File: config.mk
export PLATFORM = sky130hd
export DESIGN_NAME = alu_axi_burst_slave
export DESIGN_NICKNAME = d
export VERILOG_FILES = /design/src/rtl/alu_axi_burst_slave.sv
export SDC_FILE = /design/constraint.sdc
export NUM_CORES = 1
export LEC_CHECK = 0
export CAP_MARGIN = 20
export CORE_MARGIN = 10
export CORE_UTILIZATION = 46
export DETAILED_ROUTE_END_ITERATION = 16
export PLACE_DENSITY = 0.87
export SLEW_MARGIN = 20
export SYNTH_ARGS = -nofsm -noshare
export SYNTH_HDL_FRONTEND = slang
export SYNTH_SLANG_ARGS = --single-unit
export TNS_END_PERCENT = 50
File: constraint.sdc
create_clock -name clk -period 3.25 [get_ports clk]
set_input_delay 0.65 -clock clk [delete_from_list [all_inputs] [get_ports clk]]
set_output_delay 0.65 -clock clk [all_outputs]
set_load 0.05 [all_outputs]
File: src/rtl/alu_axi_burst_slave.sv
// rtl/alu_axi_burst_slave.sv - AXI4 INCR burst register front-end for a combinational ALU
module alu_axi_burst_slave #(
    parameter int DATA_WIDTH = 8,
    parameter int ADDR_WIDTH = 4
) (
    input  logic                  clk,
    input  logic                  rst,
    input  logic [ADDR_WIDTH-1:0] s_axi_awaddr,
    input  logic [7:0]            s_axi_awlen,
    input  logic                  s_axi_awvalid,
    output logic                  s_axi_awready,
    input  logic [31:0]           s_axi_wdata,
    input  logic [3:0]            s_axi_wstrb,
    input  logic                  s_axi_wlast,
    input  logic                  s_axi_wvalid,
    output logic                  s_axi_wready,
    output logic [1:0]            s_axi_bresp,
    output logic                  s_axi_bvalid,
    input  logic                  s_axi_bready,
    input  logic [ADDR_WIDTH-1:0] s_axi_araddr,
    input  logic [7:0]            s_axi_arlen,
    input  logic                  s_axi_arvalid,
    output logic                  s_axi_arready,
    output logic [31:0]           s_axi_rdata,
    output logic [1:0]            s_axi_rresp,
    output logic                  s_axi_rlast,
    output logic                  s_axi_rvalid,
    input  logic                  s_axi_rready,
    output logic [DATA_WIDTH-1:0] alu_op1,
    output logic [DATA_WIDTH-1:0] alu_op2,
    output logic [DATA_WIDTH-1:0] alu_opcode,
    input  logic [DATA_WIDTH-1:0] alu_result
);

    typedef enum logic [1:0] {W_IDLE, W_DATA, W_RESP} w_state_t;
    typedef enum logic       {R_IDLE, R_DATA} r_state_t;

    // init_q holds the address channels closed until the first edge after reset release
    logic                  init_q;
    w_state_t              w_state_q, w_state_d;
    logic [1:0]            w_idx_q, w_idx_d;
    logic [7:0]            w_cnt_q, w_cnt_d;
    logic                  w_err_q, w_err_d;
    logic [DATA_WIDTH-1:0] op1_q, op1_d, op2_q, op2_d, opc_q, opc_d;
    r_state_t              r_state_q, r_state_d;
    logic [1:0]            r_idx_q, r_idx_d;
    logic [7:0]            r_cnt_q, r_cnt_d;
    logic [31:0]           rdata_q, rdata_d;

    logic [DATA_WIDTH-1:0] word [4];
    logic [1:0]            rd_sel;
    logic [31:0]           rd_word;
    logic                  unused_bits;

    assign word[0] = op1_q;
    assign word[1] = op2_q;
    assign word[2] = opc_q;
    assign word[3] = alu_result;

    // Only addr[3:2], wdata[DATA_WIDTH-1:0] and wstrb[0] carry meaning here
    assign unused_bits = ^{s_axi_awaddr, s_axi_araddr, s_axi_wdata, s_axi_wstrb};

    // Write burst FSM: address latch, per-beat register load and error tracking, response
    always_comb begin
        w_state_d = w_state_q;
        w_idx_d   = w_idx_q;
        w_cnt_d   = w_cnt_q;
        w_err_d   = w_err_q;
        op1_d     = op1_q;
        op2_d     = op2_q;
        opc_d     = opc_q;
        case (w_state_q)
            W_IDLE: begin
                if (s_axi_awvalid && init_q) begin
                    w_idx_d   = s_axi_awaddr[3:2];
                    w_cnt_d   = s_axi_awlen;
                    w_err_d   = 1'b0;
                    w_state_d = W_DATA;
                end
            end
            W_DATA: begin
                if (s_axi_wvalid) begin
                    if (w_idx_q == 2'd3) begin
                        w_err_d = 1'b1;
                    end else if (s_axi_wstrb[0]) begin
                        case (w_idx_q)
                            2'd0:    op1_d = s_axi_wdata[DATA_WIDTH-1:0];
                            2'd1:    op2_d = s_axi_wdata[DATA_WIDTH-1:0];
                            default: opc_d = s_axi_wdata[DATA_WIDTH-1:0];
                        endcase
                    end
                    if (s_axi_wlast != (w_cnt_q == 8'd0)) begin
                        w_err_d = 1'b1;
                    end
                    w_idx_d = w_idx_q + 2'd1;
                    w_cnt_d = w_cnt_q - 8'd1;
                    // The beat count, not wlast, terminates the burst
                    if (w_cnt_q == 8'd0) begin
                        w_state_d = W_RESP;
                    end
                end
            end
            W_RESP: begin
                if (s_axi_bready) begin
                    w_state_d = W_IDLE;
                end
            end
            default: w_state_d = W_IDLE;
        endcase
    end

    // Read word selection: first beat comes from araddr, later beats from the advanced index
    always_comb begin
        rd_sel                    = (r_state_q == R_IDLE) ? s_axi_araddr[3:2] : r_idx_q + 2'd1;
        rd_word                   = '0;
        rd_word[DATA_WIDTH-1:0]   = word[rd_sel];
    end

    // Read burst FSM: rdata is registered so a stalled beat stays stable
    always_comb begin
        r_state_d = r_state_q;
        r_idx_d   = r_idx_q;
        r_cnt_d   = r_cnt_q;
        rdata_d   = rdata_q;
        case (r_state_q)
            R_IDLE: begin
                if (s_axi_arvalid && init_q) begin
                    r_idx_d   = s_axi_araddr[3:2];
                    r_cnt_d   = s_axi_arlen;
                    rdata_d   = rd_word;
                    r_state_d = R_DATA;
                end
            end
            R_DATA: begin
                if (s_axi_rready) begin
                    if (r_cnt_q == 8'd0) begin
                        r_state_d = R_IDLE;
                    end else begin
                        r_idx_d = r_idx_q + 2'd1;
                        r_cnt_d = r_cnt_q - 8'd1;
                        rdata_d = rd_word;
                    end
                end
            end
            default: r_state_d = R_IDLE;
        endcase
    end

    // State and register update; reset aborts any burst in flight
    always_ff @(posedge clk or posedge rst) begin
        if (rst) begin
            init_q    <= 1'b0;
            w_state_q <= W_IDLE;
            w_idx_q   <= 2'd0;
            w_cnt_q   <= 8'd0;
            w_err_q   <= 1'b0;
            op1_q     <= '0;
            op2_q     <= '0;
            opc_q     <= '0;
            r_state_q <= R_IDLE;
            r_idx_q   <= 2'd0;
            r_cnt_q   <= 8'd0;
            rdata_q   <= 32'd0;
        end else begin
            init_q    <= 1'b1;
            w_state_q <= w_state_d;
            w_idx_q   <= w_idx_d;
            w_cnt_q   <= w_cnt_d;
            w_err_q   <= w_err_d;
            op1_q     <= op1_d;
            op2_q     <= op2_d;
            opc_q     <= opc_d;
            r_state_q <= r_state_d;
            r_idx_q   <= r_idx_d;
            r_cnt_q   <= r_cnt_d;
            rdata_q   <= rdata_d;
        end
    end

    assign s_axi_awready = init_q && (w_state_q == W_IDLE);
    assign s_axi_wready  = (w_state_q == W_DATA);
    assign s_axi_bvalid  = (w_state_q == W_RESP);
    assign s_axi_bresp   = (s_axi_bvalid && w_err_q) ? 2'b10 : 2'b00;
    assign s_axi_arready = init_q && (r_state_q == R_IDLE);
    assign s_axi_rvalid  = (r_state_q == R_DATA);
    assign s_axi_rlast   = (r_state_q == R_DATA) && (r_cnt_q == 8'd0);
    assign s_axi_rresp   = 2'b00;
    assign s_axi_rdata   = rdata_q;
    assign alu_op1       = op1_q;
    assign alu_op2       = op2_q;
    assign alu_opcode    = opc_q;

endmodule

## Yosys cells after proc, flatten, opt, wreduce, memory -nomap -nowiden

Cells that the tools add are included.
W data, S select, Z words.

- Bits in registers: 81
- Output and inout bits: 66
- Word-level logic and storage cells: 90

- $add $sub $neg: 4
- $lt $le $gt $ge: 1
- Equal/unequal tests: 13
- Muxes and demuxes: 37
- Bitwise gates (word level): 4
- Reductions and logical operators: 19

Operator list:

| kind | count |
|---|---|
| $mux W32 | 3 |
| $pmux W32 S2 | 1 |
| $mux W8 | 7 |
| $pmux W8 S2 | 2 |
| $mux W2 | 11 |
| $bmux W8 S2 | 1 |
| $logic_not A8 Y1 | 2 |
| $sub A8 B1 Y8 const B | 2 |
| $reduce_and A5 Y1 | 3 |
| $ne A2 B2 Y1 const B | 4 |
| $pmux W2 S2 | 2 |
| $reduce_and A4 Y1 | 2 |
| $mux W1 | 7 |
| $logic_and A1 B1 Y1 | 6 |
| $ne A2 B1 Y1 const B | 3 |
| $pmux W2 S3 | 1 |
| $reduce_and A3 Y1 | 2 |
| $add A2 B1 Y2 const B | 2 |
| $eq A2 B1 Y1 const B | 2 |
| $eq A2 B2 Y1 const B | 2 |
| $logic_not A2 Y1 | 2 |
| $pmux W1 S2 | 2 |
| $ge A3 B3 Y1 const B | 1 |
| $ne A3 B1 Y1 const B | 1 |
| 5 further kinds | 7 |

## Longest topological paths before layout

- Word-level depth: 9
- Depth in mapped cells: 8

## Least setup slack after synthesis

No wires, ideal clock.

- Kind: flip-flop to output port
- From: register w_state_q[0]
- To: output s_axi_awready
- Arrival time: 1,862 ps
- Required time: 2,600 ps
- Slack: 738 ps
- Cell stages (with the launch flop): 4
- Cells stage by stage: dfrtp_1 buf_2 clkbuf_1 nor3b_1

- Word-level cells in the longest chain between the ends: 2

RTL lines:

| element | RTL line | RTL |
|---|---|---|
| start, declared | 40 | `w_state_t w_state_q, w_state_d;` |
| start signal, assigned | 166 | `w_state_q <= w_state_d;` |
| $logic_not A2 Y1 | 180 | `assign s_axi_awready = init_q && (w_state_q == W_IDLE);` |
| $logic_and A1 B1 Y1 | 180 |  |
| end, declared | 11 | `output logic s_axi_awready,` |

Every way passes these cells.

## Worst setup path after layout

- From: register w_state_q[0]
- To: output s_axi_wready

- Word-level cells in the longest chain between the ends: 1

RTL lines:

| element | RTL line | RTL |
|---|---|---|
| $eq A2 B1 Y1 | 181 | `assign s_axi_wready = (w_state_q == W_DATA);` |
| end, declared | 16 | `output logic s_axi_wready,` |

Every way passes these cells.

==> results.ini <==
[layout]
fin_util=0.629
drive_above_1_share=0.166
layout.nets=465
syn2layout_area_growth_pct=32.9
regArea_um2=1430
antenna-diode-count=0
multiInputGateArea_um2=1600
num-fill-cells=563

[critical_path]
cpMaxStageDelayCell=clkdlybuf4s50_1
crit_chain=nand2b_1 > inv_1 > clkdlybuf4s50_1
worst-path-max-fanout=18
cp-end-kind=output pin
worstPathArrival_ps=2290
start_kind=flop
crit_required_ps=2600
cpPeakStageDelay_ps=820
criticalPathCategory=reg2out

[cts]
clk_path_buf_depth=2
post_cts_buffers=0
numCtsBuffers=9
htreeDepth=3
cts_tree=built
clk_latency_ps=330
ctsResizeCount=0
holdBufCountCts=0
cts-root-buf=clkbuf_8
clk_pin_slew_ps=70
cts_sinks=57

[route]
drt-met1-wl_um=3260
wl_met2_um=4330
postRouteAntennaNets=0
wl_per_cell_um=17.7
drt-total-wl_um=8530
highest_layer=met4
first_iter_violations=88
via_per_inst=5.28
vias=2543
detail_route.drc_violations=0
first_pass_iters=4
met3WireLength_um=802

[yosys]
ys_top_cells_by_area=dfrtp_1 (44%), mux2_2 (12%), buf_4 (6.5%)
synth_ff_type=dfrtp_1
yosysTopAreaCell=dfrtp_1
synthDistinctLibCells=49
synth-edff-count=0
yosysMostFrequentCell=dfrtp_1
yosysWarnings=0
ys_top_cells_by_count=dfrtp_1 (57), mux2_2 (33), buf_4 (28)
synth_cells=292
ys_ff_latch=57
avgSynthCellArea_um2=11.0
synth_area_um2=3210
synthArstFlopShare=1.00
yosysSeqAreaShare=0.444
synth_top_area_share=0.444

[global_route]
grt_pass1_wl_um=14000
grt_max_degree=31
globalRouteOverflowTotal=0
grt_pass1_vias=2676
antenna_found_initial=0
grt_usage=0.159

[die]
dieArea_um2=10700
ios=142
die_h_um=104
start_util=0.473
rows=30
coreArea_um2=6790
die_w_um=104

[sta]
final.setup.worst_slack_ps=312
period_needed_ps=2940
drv_slew=0
tightest_slew_ps=902
finalSetupViolations=0
max_slew_margin=0.396
hold_viol=0
holdWs_ps=509
max_clock_freq_mhz=340
skew_ps=6.58
min_period_over_period=0.904
final.setup.tns_ps=0
grt_setup_unrepaired=no

[power_and_ir_drop]
leakage_nw=1.86
power_density_nw_per_um2=1040
vdd_drop_max_uv=714
power_mw=4.43

[place]
dp_slack_ps=667
place_hpwl_um=6450
place.gp.congestion=0.824
port_buffers=83

[status]
run_status=completed

[min_path]
hp-class=reg2reg

[job]
drv_cap=0

==> placed cells by master, fill, tap and decap left out, types with 5 or more instances in the layout <==
master / netlist / final
nor3_1: 10 / 10
inv_1: 10 / 9
nor2b_1: 5 / 5
and2_1: 5 / 5
o21ai_0: 17 / 17
nand2_1: 20 / 20
mux2_2: 33 / 33
a21oi_1: 11 / 11
clkdlybuf4s50_1: 0 / 83
dfrtp_1: 57 / 57
conb_1: 2 / 28
clkbuf_8: 0 / 11
nand3_1: 6 / 6
o22ai_1: 7 / 7
nor2_1: 11 / 11
ha_1: 8 / 8
mux4_1: 6 / 6
==> state kept, by name, summed over array words and instances, names as in the netlist, 2 cells and up <==
name,count
alu_op1,8
alu_op2,8
alu_opcode,8
r_cnt_q,8
r_idx_q,2
s_axi_rdata,8
w_cnt_q,8
w_idx_q,2
w_state_q,2
==> per-layer routing <==
layer / GRT usage / vias to the layer above
li1: - / 1185
met2: 0.266 / 91
met1: 0.171 / 1255
met4: 0.0685 / 0
met5: 0 / -
met3: 0.0663 / 12
==> worst max-delay path: cells and delay by family (launching register included) <==
kind                   cells  cell delay, ps
buffers and inverters      2             980
AND/OR/NAND/NOR            1             330
flip-flops                 1             650
==> power breakdown <==
| group | internal (mW) | total (mW) | switching, mW |
|---|---|---|---|
| sequential | 1.04 | 1.32 | 0.280 |
| clock | 0.396 | 0.682 | 0.286 |
| combinational | 0.999 | 2.43 | 1.43 |
| total | 2.43 | 4.43 | 2.00 |
==> area by class of cell <==
type / count / share of cell area
multi-input combinational: 214 / 0.374
sequential: 57 / 0.334
tap: 96 / 0.0281
clock inverter: 4 / 0.0120
clock buffer: 12 / 0.0363
timing repair buffer: 88 / 0.206
inverter: 11 / 0.00967
==> stage by stage <==
| stage | instances | instance area [µm²] |
|---|---|---|
| 2_1_floorplan | 318 | 3310 |
| 3_3_place_gp | 466 | 4060 |
| 3_5_place_dp | 466 | 4060 |
| 4_1_cts | 482 | 4270 |
| 5_1_grt | 482 | 4270 |
| 6_report | 482 | 4270 |
==> path summary, 6_finish.rpt <==
path	from	to	slack, ps	cells after the start
min	s_axi_rdata[4]	s_axi_rdata[4]	510	1
max	w_state_q[0]	s_axi_wready	310	3
max in group asynchronous	rst	s_axi_rdata[6]	1940	3
min in group asynchronous	rst	w_state_q[0]	730	2
min reg2reg	s_axi_rdata[4]	s_axi_rdata[4]	510	1
max reg2reg	s_axi_rvalid	s_axi_rdata[5]	1070	4
==> logic make-up (layout without fill, tap and decap cells) <==
| logic type | Yosys count | in the layout | share of synthesized area |
|---|---|---|---|
| buffers and inverters | 47 | 115 | 0.0900 |
| flip-flops | 57 | 57 | 0.444 |
| AO/OA/AOI/OAI | 57 | 57 | 0.118 |
| other | 2 | 28 | 0.00234 |
| adder cells (fa/ha/maj) | 8 | 8 | 0.0312 |
| AND/OR/NAND/NOR | 77 | 77 | 0.128 |
| XOR/XNOR | 2 | 2 | 0.00545 |
| multiplexers | 42 | 42 | 0.182 |
Note: power is estimated with default switching activity, not from simulation.
==> variant: new RTL, config.mk and constraints unchanged <==
The 3 states of `w_state_t` get a one-hot encoding in 3 bits.
--- a/src/rtl/alu_axi_burst_slave.sv
+++ b/src/rtl/alu_axi_burst_slave.sv
@@ -32,7 +32,7 @@
     input  logic [DATA_WIDTH-1:0] alu_result
 );
 
-    typedef enum logic [1:0] {W_IDLE, W_DATA, W_RESP} w_state_t;
+    typedef enum logic [2:0] {W_IDLE = 3'b001, W_DATA = 3'b010, W_RESP = 3'b100} w_state_t;
     typedef enum logic       {R_IDLE, R_DATA} r_state_t;
 
     // init_q holds the address channels closed until the first edge after reset release
Behaviour: same outputs for any inputs over 4 cycles, from zero or initial values and one cycle with rst high; so few cycles prove little.
==> variant against the unedited design <==
  * Area after synthesis grew 1.7%
  * Worst setup slack gained 0.063 ns
  * Power shrank 21%
  * Final area grew 1.3%
  * Clock power grew 8.7%
  * Sequential cell count grew 1
  * Worst hold slack gained 0.0040 ns
  * Routed wire length grew 0.95%
  * Largest power group unchanged
==> variant: results (changes against the unedited design) <==
[detailed_routing]
drt-met1-wl_microns = 3360  ; was 3260 microns
wl_met2_microns = 4410  ; was 4330 microns
drtIter0Drc = 158  ; was 88
vias = 2539  ; was 2543
routedWlPerCell_microns = 18.1  ; was 17.7 microns
met3_length_microns = 669  ; was 802 microns

[global_route]
grt_pass1_vias = 2712  ; was 2676
grt_util_all_layers_pct = 15.8  ; was 15.9%
grt_max_degree = 51  ; was 31

[outcome]
status = finished clean  ; unchanged

[final_layout]
clk_share_pct = 5.06  ; was 4.83%
multi_input_area_share_pct = 36.7  ; was 37.4%
layout-drive-gt1-share_pct = 18.7  ; was 16.6%
nClkBuffers = 11  ; was 12
num-nonclk-buffers = 91  ; was 88
multi_input_gates = 204  ; was 214
seq-cell-share_pct = 33.6  ; was 33.4%
seq_cells = 58  ; was 57
n_fill_cell = 534  ; was 563
final-nonclk-buf-share_pct = 20.9  ; was 20.6%
fin_nets = 458  ; was 465
inv_count = 10  ; was 11

[cts]
ctsResizeCount = 0  ; unchanged

[critical_path]
timing.reg2reg.setup_slack_ns = 1.16  ; was 1.07 ns
cp.arrival_ns = 2.22  ; was 2.29 ns
ff2ff_path_depth = 5  ; was 4
r2r-end = s_axi_rdata[0]  ; was s_axi_rdata[5]
path_max_fanout = 10  ; was 18

[placed_design]
dpl.hpwl_microns = 6480  ; was 6450 microns
routabilityCongestion = 0.858  ; was 0.824
place_ws_ns = 0.708  ; was 0.667 ns

[power]
leakage_uw = 0.00189  ; was 0.00186 uW
peakVddDrop_mv = 0.542  ; was 0.714 mV

[synth]
ys_seq_area_share_pct = 44.4  ; about the same
synth_cell_types = 62  ; was 49
synth_compound_area_share_pct = 12.1  ; was 11.8%
synthCells = 284  ; was 292
yosys-top-cells-count = dfrtp_1 (57), mux2_2 (31), buf_4 (28)  ; was dfrtp_1 (57), mux2_2 (33), buf_4 (28)
synth_xor_area_share_pct = 0.536  ; was 0.545%
synth_fa_ha_area_share_pct = 3.06  ; was 3.12%
synthTopCellsByArea = dfrtp_1 (44%), mux2_2 (11%), buf_4 (6.4%)  ; was dfrtp_1 (44%), mux2_2 (12%), buf_4 (6.5%)

[hold_path]
min_to = s_axi_rdata[1]  ; was s_axi_rdata[4]
min_from = s_axi_rdata[1]  ; was s_axi_rdata[4]

[timing]
skew_ns = 0.0113  ; was 0.00658 ns

## variant: changes by cell type after synthesis, sizes merged, moves of 3 or more
cell,unedited run,this run
nor3,11,7
o22ai,7,2
o21ai,18,14
nor2,11,15
nor4,1,5
and2,5,2
o31ai,0,4
nand2,20,9
## variant: kinds of logic (layout without fill, tap and decap cells)
logic type	after synthesis	count (layout)
mux	41	41
other cells	2	28
buf+inv	48	117
compound gates	59	59
simple gates	66	66
flops	58	58
xor+xnor	2	2
fa+ha+maj	8	8
## variant: power groups by stage
stage                     Combinational, uW  Sequential [uW]  Clock, uW
after floorplan                         697             1560          0
after global placement                 1550             1150          0
after detailed placement               1590             1170          0
after global routing                   1690             1200        792
after CTS                              1600             1160        755
final                                  1590             1170        741
## variant: stage by stage
stage	hold WS [ns]	util (%)	std cells	area, sq um
6_report	0.513	63.3	475	4320
4_1_cts	0.510	63.3	475	4320
2_1_floorplan	0.457	-	310	3370
3_5_place_dp	0.494	60.1	459	4110
5_1_grt	0.513	63.3	475	4320
3_3_place_gp	0.476	60.1	459	4110
## variant: per-layer routing
layer,vias up,global-route usage (%)
met3,13,5.51
met5,-,0
met1,1249,17.5
met2,106,27.0
li1,1171,-
met4,0,6.36
## variant: worst max-delay path by stage
stage / slack (ns) / from / end
after floorplan: 0.42 / w_state_q[1] / s_axi_bresp[1]
after global routing: 0.27 / w_state_q[1] / s_axi_wready
final: 0.38 / w_state_q[1] / s_axi_wready
after CTS: 0.36 / w_state_q[1] / s_axi_wready
after global placement: 0.72 / s_axi_wvalid / alu_op1[6]
after detailed placement: 0.71 / s_axi_wvalid / alu_op1[6]
## variant: worst max-delay path: stages (launching register included)
cell and delay [ns]:
dfrtp_1 0.45, or3b_1 0.41, inv_2 0.19, clkdlybuf4s50_1 0.84
